**src/rtl/flame_ctrl.sv**
```systemverilog
// Flame animation sequencer: turns a bomb cell into a sprite position and steps
// the sprite index 0..4..0 on frame boundaries.
module flame_ctrl #(
    parameter int          ORIGIN_X        = 64,
    parameter int          ORIGIN_Y        = 32,
    parameter int          GRID_W          = 15,
    parameter int          GRID_H          = 13,
    parameter int          FRAMES_PER_STEP = 4,
    parameter logic [9:0]  OFFSCREEN       = 10'h3FF
) (
    input  logic       clk,
    input  logic       reset_n,
    input  logic       frame_tick,
    input  logic       explode,
    input  logic [3:0] bomb_cellX,
    input  logic [3:0] bomb_cellY,
    output logic [9:0] flame_centerX,
    output logic [9:0] flame_centerY,
    output logic [2:0] sprite_num,
    output logic       flame_active,
    output logic       flame_done
);

    localparam int          CW   = (FRAMES_PER_STEP > 1) ? $clog2(FRAMES_PER_STEP) : 1;
    localparam logic [CW-1:0] LAST = CW'(FRAMES_PER_STEP - 1);

    typedef enum logic [1:0] {IDLE, ARMED, GROW, SHRINK} state_t;

    state_t        state_q, state_d;
    logic [9:0]    pos_x_q, pos_x_d;
    logic [9:0]    pos_y_q, pos_y_d;
    logic [CW-1:0] cnt_q, cnt_d;
    logic [9:0]    cx_q, cx_d;
    logic [9:0]    cy_q, cy_d;
    logic [2:0]    spr_q, spr_d;
    logic          act_q, act_d;
    logic          done_q, done_d;

    logic          cell_valid;
    logic          step_due;

    assign cell_valid = ({1'b0, bomb_cellX} < 5'(GRID_W)) &&
                        ({1'b0, bomb_cellY} < 5'(GRID_H));
    assign step_due   = frame_tick && (cnt_q == LAST);

    always_ff @(posedge clk or negedge reset_n) begin
        if (!reset_n) begin
            state_q <= IDLE;
            pos_x_q <= '0;
            pos_y_q <= '0;
            cnt_q   <= '0;
            cx_q    <= OFFSCREEN;
            cy_q    <= OFFSCREEN;
            spr_q   <= '0;
            act_q   <= 1'b0;
            done_q  <= 1'b0;
        end else begin
            state_q <= state_d;
            pos_x_q <= pos_x_d;
            pos_y_q <= pos_y_d;
            cnt_q   <= cnt_d;
            cx_q    <= cx_d;
            cy_q    <= cy_d;
            spr_q   <= spr_d;
            act_q   <= act_d;
            done_q  <= done_d;
        end
    end

    always_comb begin
        state_d = state_q;
        pos_x_d = pos_x_q;
        pos_y_d = pos_y_q;
        cnt_d   = cnt_q;
        cx_d    = cx_q;
        cy_d    = cy_q;
        spr_d   = spr_q;
        act_d   = act_q;
        done_d  = 1'b0;

        case (state_q)
            IDLE: begin
                // A tick arriving with the request is deliberately not counted.
                if (explode && cell_valid) begin
                    state_d = ARMED;
                    pos_x_d = 10'(ORIGIN_X) + 10'({bomb_cellX, 5'b0});
                    pos_y_d = 10'(ORIGIN_Y) + 10'({bomb_cellY, 5'b0});
                end
            end
            ARMED: begin
                if (frame_tick) begin
                    state_d = GROW;
                    cx_d    = pos_x_q;
                    cy_d    = pos_y_q;
                    spr_d   = 3'd0;
                    act_d   = 1'b1;
                    cnt_d   = '0;
                end
            end
            GROW: begin
                if (step_due) begin
                    cnt_d = '0;
                    if (spr_q == 3'd4) begin
                        state_d = SHRINK;
                        spr_d   = 3'd3;
                    end else begin
                        spr_d = spr_q + 3'd1;
                    end
                end else if (frame_tick) begin
                    cnt_d = cnt_q + CW'(1);
                end
            end
            SHRINK: begin
                if (step_due) begin
                    cnt_d = '0;
                    if (spr_q == 3'd0) begin
                        state_d = IDLE;
                        cx_d    = OFFSCREEN;
                        cy_d    = OFFSCREEN;
                        act_d   = 1'b0;
                        done_d  = 1'b1;
                    end else begin
                        spr_d = spr_q - 3'd1;
                    end
                end else if (frame_tick) begin
                    cnt_d = cnt_q + CW'(1);
                end
            end
            default: state_d = IDLE;
        endcase
    end

    assign flame_centerX = cx_q;
    assign flame_centerY = cy_q;
    assign sprite_num    = spr_q;
    assign flame_active  = act_q;
    assign flame_done    = done_q;

endmodule

```
**config.mk**
```make
export PLATFORM = sky130hd
export DESIGN_NAME = flame_ctrl
export DESIGN_NICKNAME = d
export VERILOG_FILES = /design/src/rtl/flame_ctrl.sv
export SDC_FILE = /design/constraint.sdc
export NUM_CORES = 1
export LEC_CHECK = 0
export CORE_ASPECT_RATIO = 1.75
export CORE_MARGIN = 2
export CORE_UTILIZATION = 35
export CTS_BUF_LIST = sky130_fd_sc_hd__clkbuf_16
export CTS_CLUSTER_DIAMETER = 60
export DETAILED_ROUTE_END_ITERATION = 8
export GPL_TIMING_DRIVEN = 0
export PLACE_DENSITY_LB_ADDON = 0.15
export SLEW_MARGIN = 20
export SYNTH_ARGS = -nofsm -noshare
export SYNTH_HDL_FRONTEND = slang
export SYNTH_SLANG_ARGS = --single-unit
export TNS_END_PERCENT = 20
```
**constraint.sdc**
```tcl
create_clock -name clk -period 2.5 [get_ports clk]
set_clock_uncertainty 0.2 [all_clocks]
set_input_delay 0.25 -clock clk [delete_from_list [all_inputs] [get_ports clk]]
set_output_delay 0.25 -clock clk [all_outputs]
set_load 0.02 [all_outputs]
```
==> run metrics <==
outcome finished, final reports clean; root buffer cell clkbuf_16; # placed instances 246; FMAX 441 MHz; vias per cell 4.96; Die H 93.8 um; Initial Util 0.366; r2r worst-path depth 6; Nets 227; worst path cell trace inv_1 -> ha_1 -> and4bb_1 -> o21ai_1 -> a2111oi_4 -> mux2_1; final count of pins violating max slew 0; pwr dens 1310 mW/mm^2; Layout area overhead 36.9%; CP max stage delay 0.41 ns; met3 Track Usage GR 0.0344; final hold vios 0; post-detail-place hpwl 2580 um; vias in the first global route 1305; vias after detailed routing 1265; antenna violations before repair 0; post-route ant nets 0; Hold Crit Depth 2; CP arrival 2.22 ns; Final Wtd Congestion 0.849; Unique masters post-synth 37; Stages on worst setup path 6; GR Util met1 0.147; Crit Path Class register to register; warnings from Yosys 0; # clock sinks 30; wire length of the first global-routing pass 5740 um; setup_tns 0 ns; unrepaired setup endpoints after global routing false; Crit-path slowest cell a2111oi_4; total of fill cells in the finished design 449; routed len/inst 13.0 um; Critical Path RT 2.45 ns; core occupancy in the finished layout 0.501; Initial DRC Count 20; #FFs+latches synth 30; Setup-failing EPs final 0; area occupied by multi-input gates 723 sq um; crit-path leading delay family compound AO/OA/AOI/OAI gates; largest net degree at the start of global routing 31; critical path fanouts, max 5; # rows 32; ys flop type dfrtp_1; Clock Latency Late Sink 0.27 ns; WL final 3320 um; Buffers & Inverters on Critical Path 1; Post-synth EDFFs 0; total global-route track usage 0.141; H-Tree Depth 2; Pwr Total 0.00288 W; Worst-Margin Slew 0.647 ns; share of layout cells above drive strength 1 0.181; Startpoint Class register; sequential area share after synthesis 0.474; die area 0.00518 sq mm; DRC viols 0; Slew Limit Headroom 0.569; Synthesized Nets 183; GR met2 Demand/Resource 0.257; fin crit share 0.908; clock slew seen by the registers of the worst setup and hold paths 0.05 ns; Mapped Area 0.00161 sq mm; Core ar. 0.00440 sq mm; Boundary Pins 37; Async SR Flop Fraction 1.00; CTS tree built; CP Capture Type register; CTS buffer count 5; GR peak layer met2; Static Leakage 0.989 nW; Synth Instances 159; die span in x 55.3 um; Peak VDD IR 0.737 mV; Setup Fix Bufs, Post-CTS 0; Avg Cell Area, Syn 10.1 sq um; Sequential Area 764 sq um; Max-Cap Viols 0; I/O Buffers 36; # diodes 0; worst hold-check path type register to register; total global routing overflow 0; post-route insts no fill 255; drt first pass iters 4; CTS max path bufs 2; Tmin final 2.27 ns
-- state kept, by name, summed over array words and instances, names as in the netlist --
signal,flops
state_q,2
cnt_q,2
flame_active,1
pos_x_q,5
flame_centerX,6
pos_y_q,5
flame_centerY,5
flame_done,1
sprite_num,3
-- metrics by stage --
step	hold slack [ns]	setup slack, ns	instance area (sq um)
4_1_cts	0.278	0.197	2210
3_3_place_gp	0.264	0.178	2040
5_1_grt	0.303	0.0635	2210
3_5_place_dp	0.115	0.129	2030
6_report	0.273	0.231	2210
2_1_floorplan	-0.246	0.412	1610
-- path summary, 6_finish.rpt --
check                                  from                to  slack, ns
hold reg to reg            flame_centerX[9]  flame_centerX[9]       0.27
hold / removal             flame_centerX[9]  flame_centerX[9]       0.27
setup reg to reg                 state_q[0]        state_q[1]       0.23
min in group asynchronous           reset_n        pos_y_q[9]       0.34
setup / recovery                 state_q[0]        state_q[1]       0.23
max in group asynchronous           reset_n        pos_x_q[7]       1.33
-- cells in the final DEF, fill, tap and decap left out, drive strengths merged, types with 2 or more instances in the layout --
cell,instances
ha,12
clkbuf,10
nand3,2
o22ai,2
a21oi,2
clkinv,2
clkdlybuf4s50,35
o21ai,18
dfrtp,19
dfstp,11
buf,10
mux2i,2
inv,10
mux2,7
and3,2
xnor2,2
nand2,19
nor2,14
nor2b,4
nand4,2
-- worst register-to-register path, delay by kind of cell (launching register included) --
family	cells	cell delay (ns)
buf+inv	1	0.11
mux	1	0.36
compound gates	2	0.52
fa+ha+maj	1	0.28
flops	1	0.40
simple gates	1	0.28
-- synthesized netlist by cell type, drive strengths merged (2+ instances only) --
library cell | instances | area share
mux2 | 7 | 0.049
xnor2 | 2 | 0.011
nand3 | 2 | 0.0062
a21oi | 2 | 0.0062
mux2i | 2 | 0.012
ha | 12 | 0.093
nor2b | 4 | 0.016
and3 | 2 | 0.0078
clkbuf | 5 | 0.012
nor2 | 14 | 0.033
buf | 9 | 0.042
inv | 10 | 0.023
o22ai | 2 | 0.0078
dfstp | 11 | 0.18
dfrtp | 19 | 0.30
nand2 | 19 | 0.044
nand4 | 2 | 0.0078
o21ai | 18 | 0.056
-- metal layers --
metal | up-vias | part of all wire | routed length, um
li1 | 621 | - | -
met1 | 608 | 0.39 | 1290
met2 | 32 | 0.56 | 1870
met3 | 4 | 0.036 | 118
met4 | 0 | 0.013 | 44
met5 | - | 0 | 0
-- cell type report --
cell class / instances / area share
Buffer: 14 / 0.0391
Clock buffer: 5 / 0.0567
Clock inverter: 3 / 0.0182
Inverter: 10 / 0.0170
Multi-Input combinational cell: 105 / 0.328
Sequential cell: 30 / 0.347
Tap cell: 51 / 0.0289
Timing Repair Buffer: 37 / 0.166
-- logic make-up (layout without fill, tap and decap cells) --
| family | after synthesis | after routing | synth area share |
|---|---|---|---|
| AOI/OAI and AO/OA | 33 | 33 | 0.138 |
| xor gates and xnor gates | 3 | 3 | 0.0163 |
| adders and majority gates | 12 | 12 | 0.0932 |
| buffers and inverters | 24 | 69 | 0.0769 |
| DFF | 30 | 30 | 0.474 |
| muxes | 9 | 9 | 0.0613 |
| and+or+nand+nor | 48 | 48 | 0.140 |
-- timing repair --
action / CTS / global route
endpoints found under the hold margin: 19 / 0
hold buffers: 1 / 0
resized for setup: 0 / 0
-- report_power, final --
part / internal [W] / switching (W) / total (W)
Combinational: 0.000634 / 0.000698 / 0.00133
Sequential: 0.000746 / 0.000144 / 0.000890
Clock: 0.000465 / 0.000198 / 0.000662
Total: 0.00184 / 0.00104 / 0.00288
No activity file was read; power rests on OpenSTA's default activity.
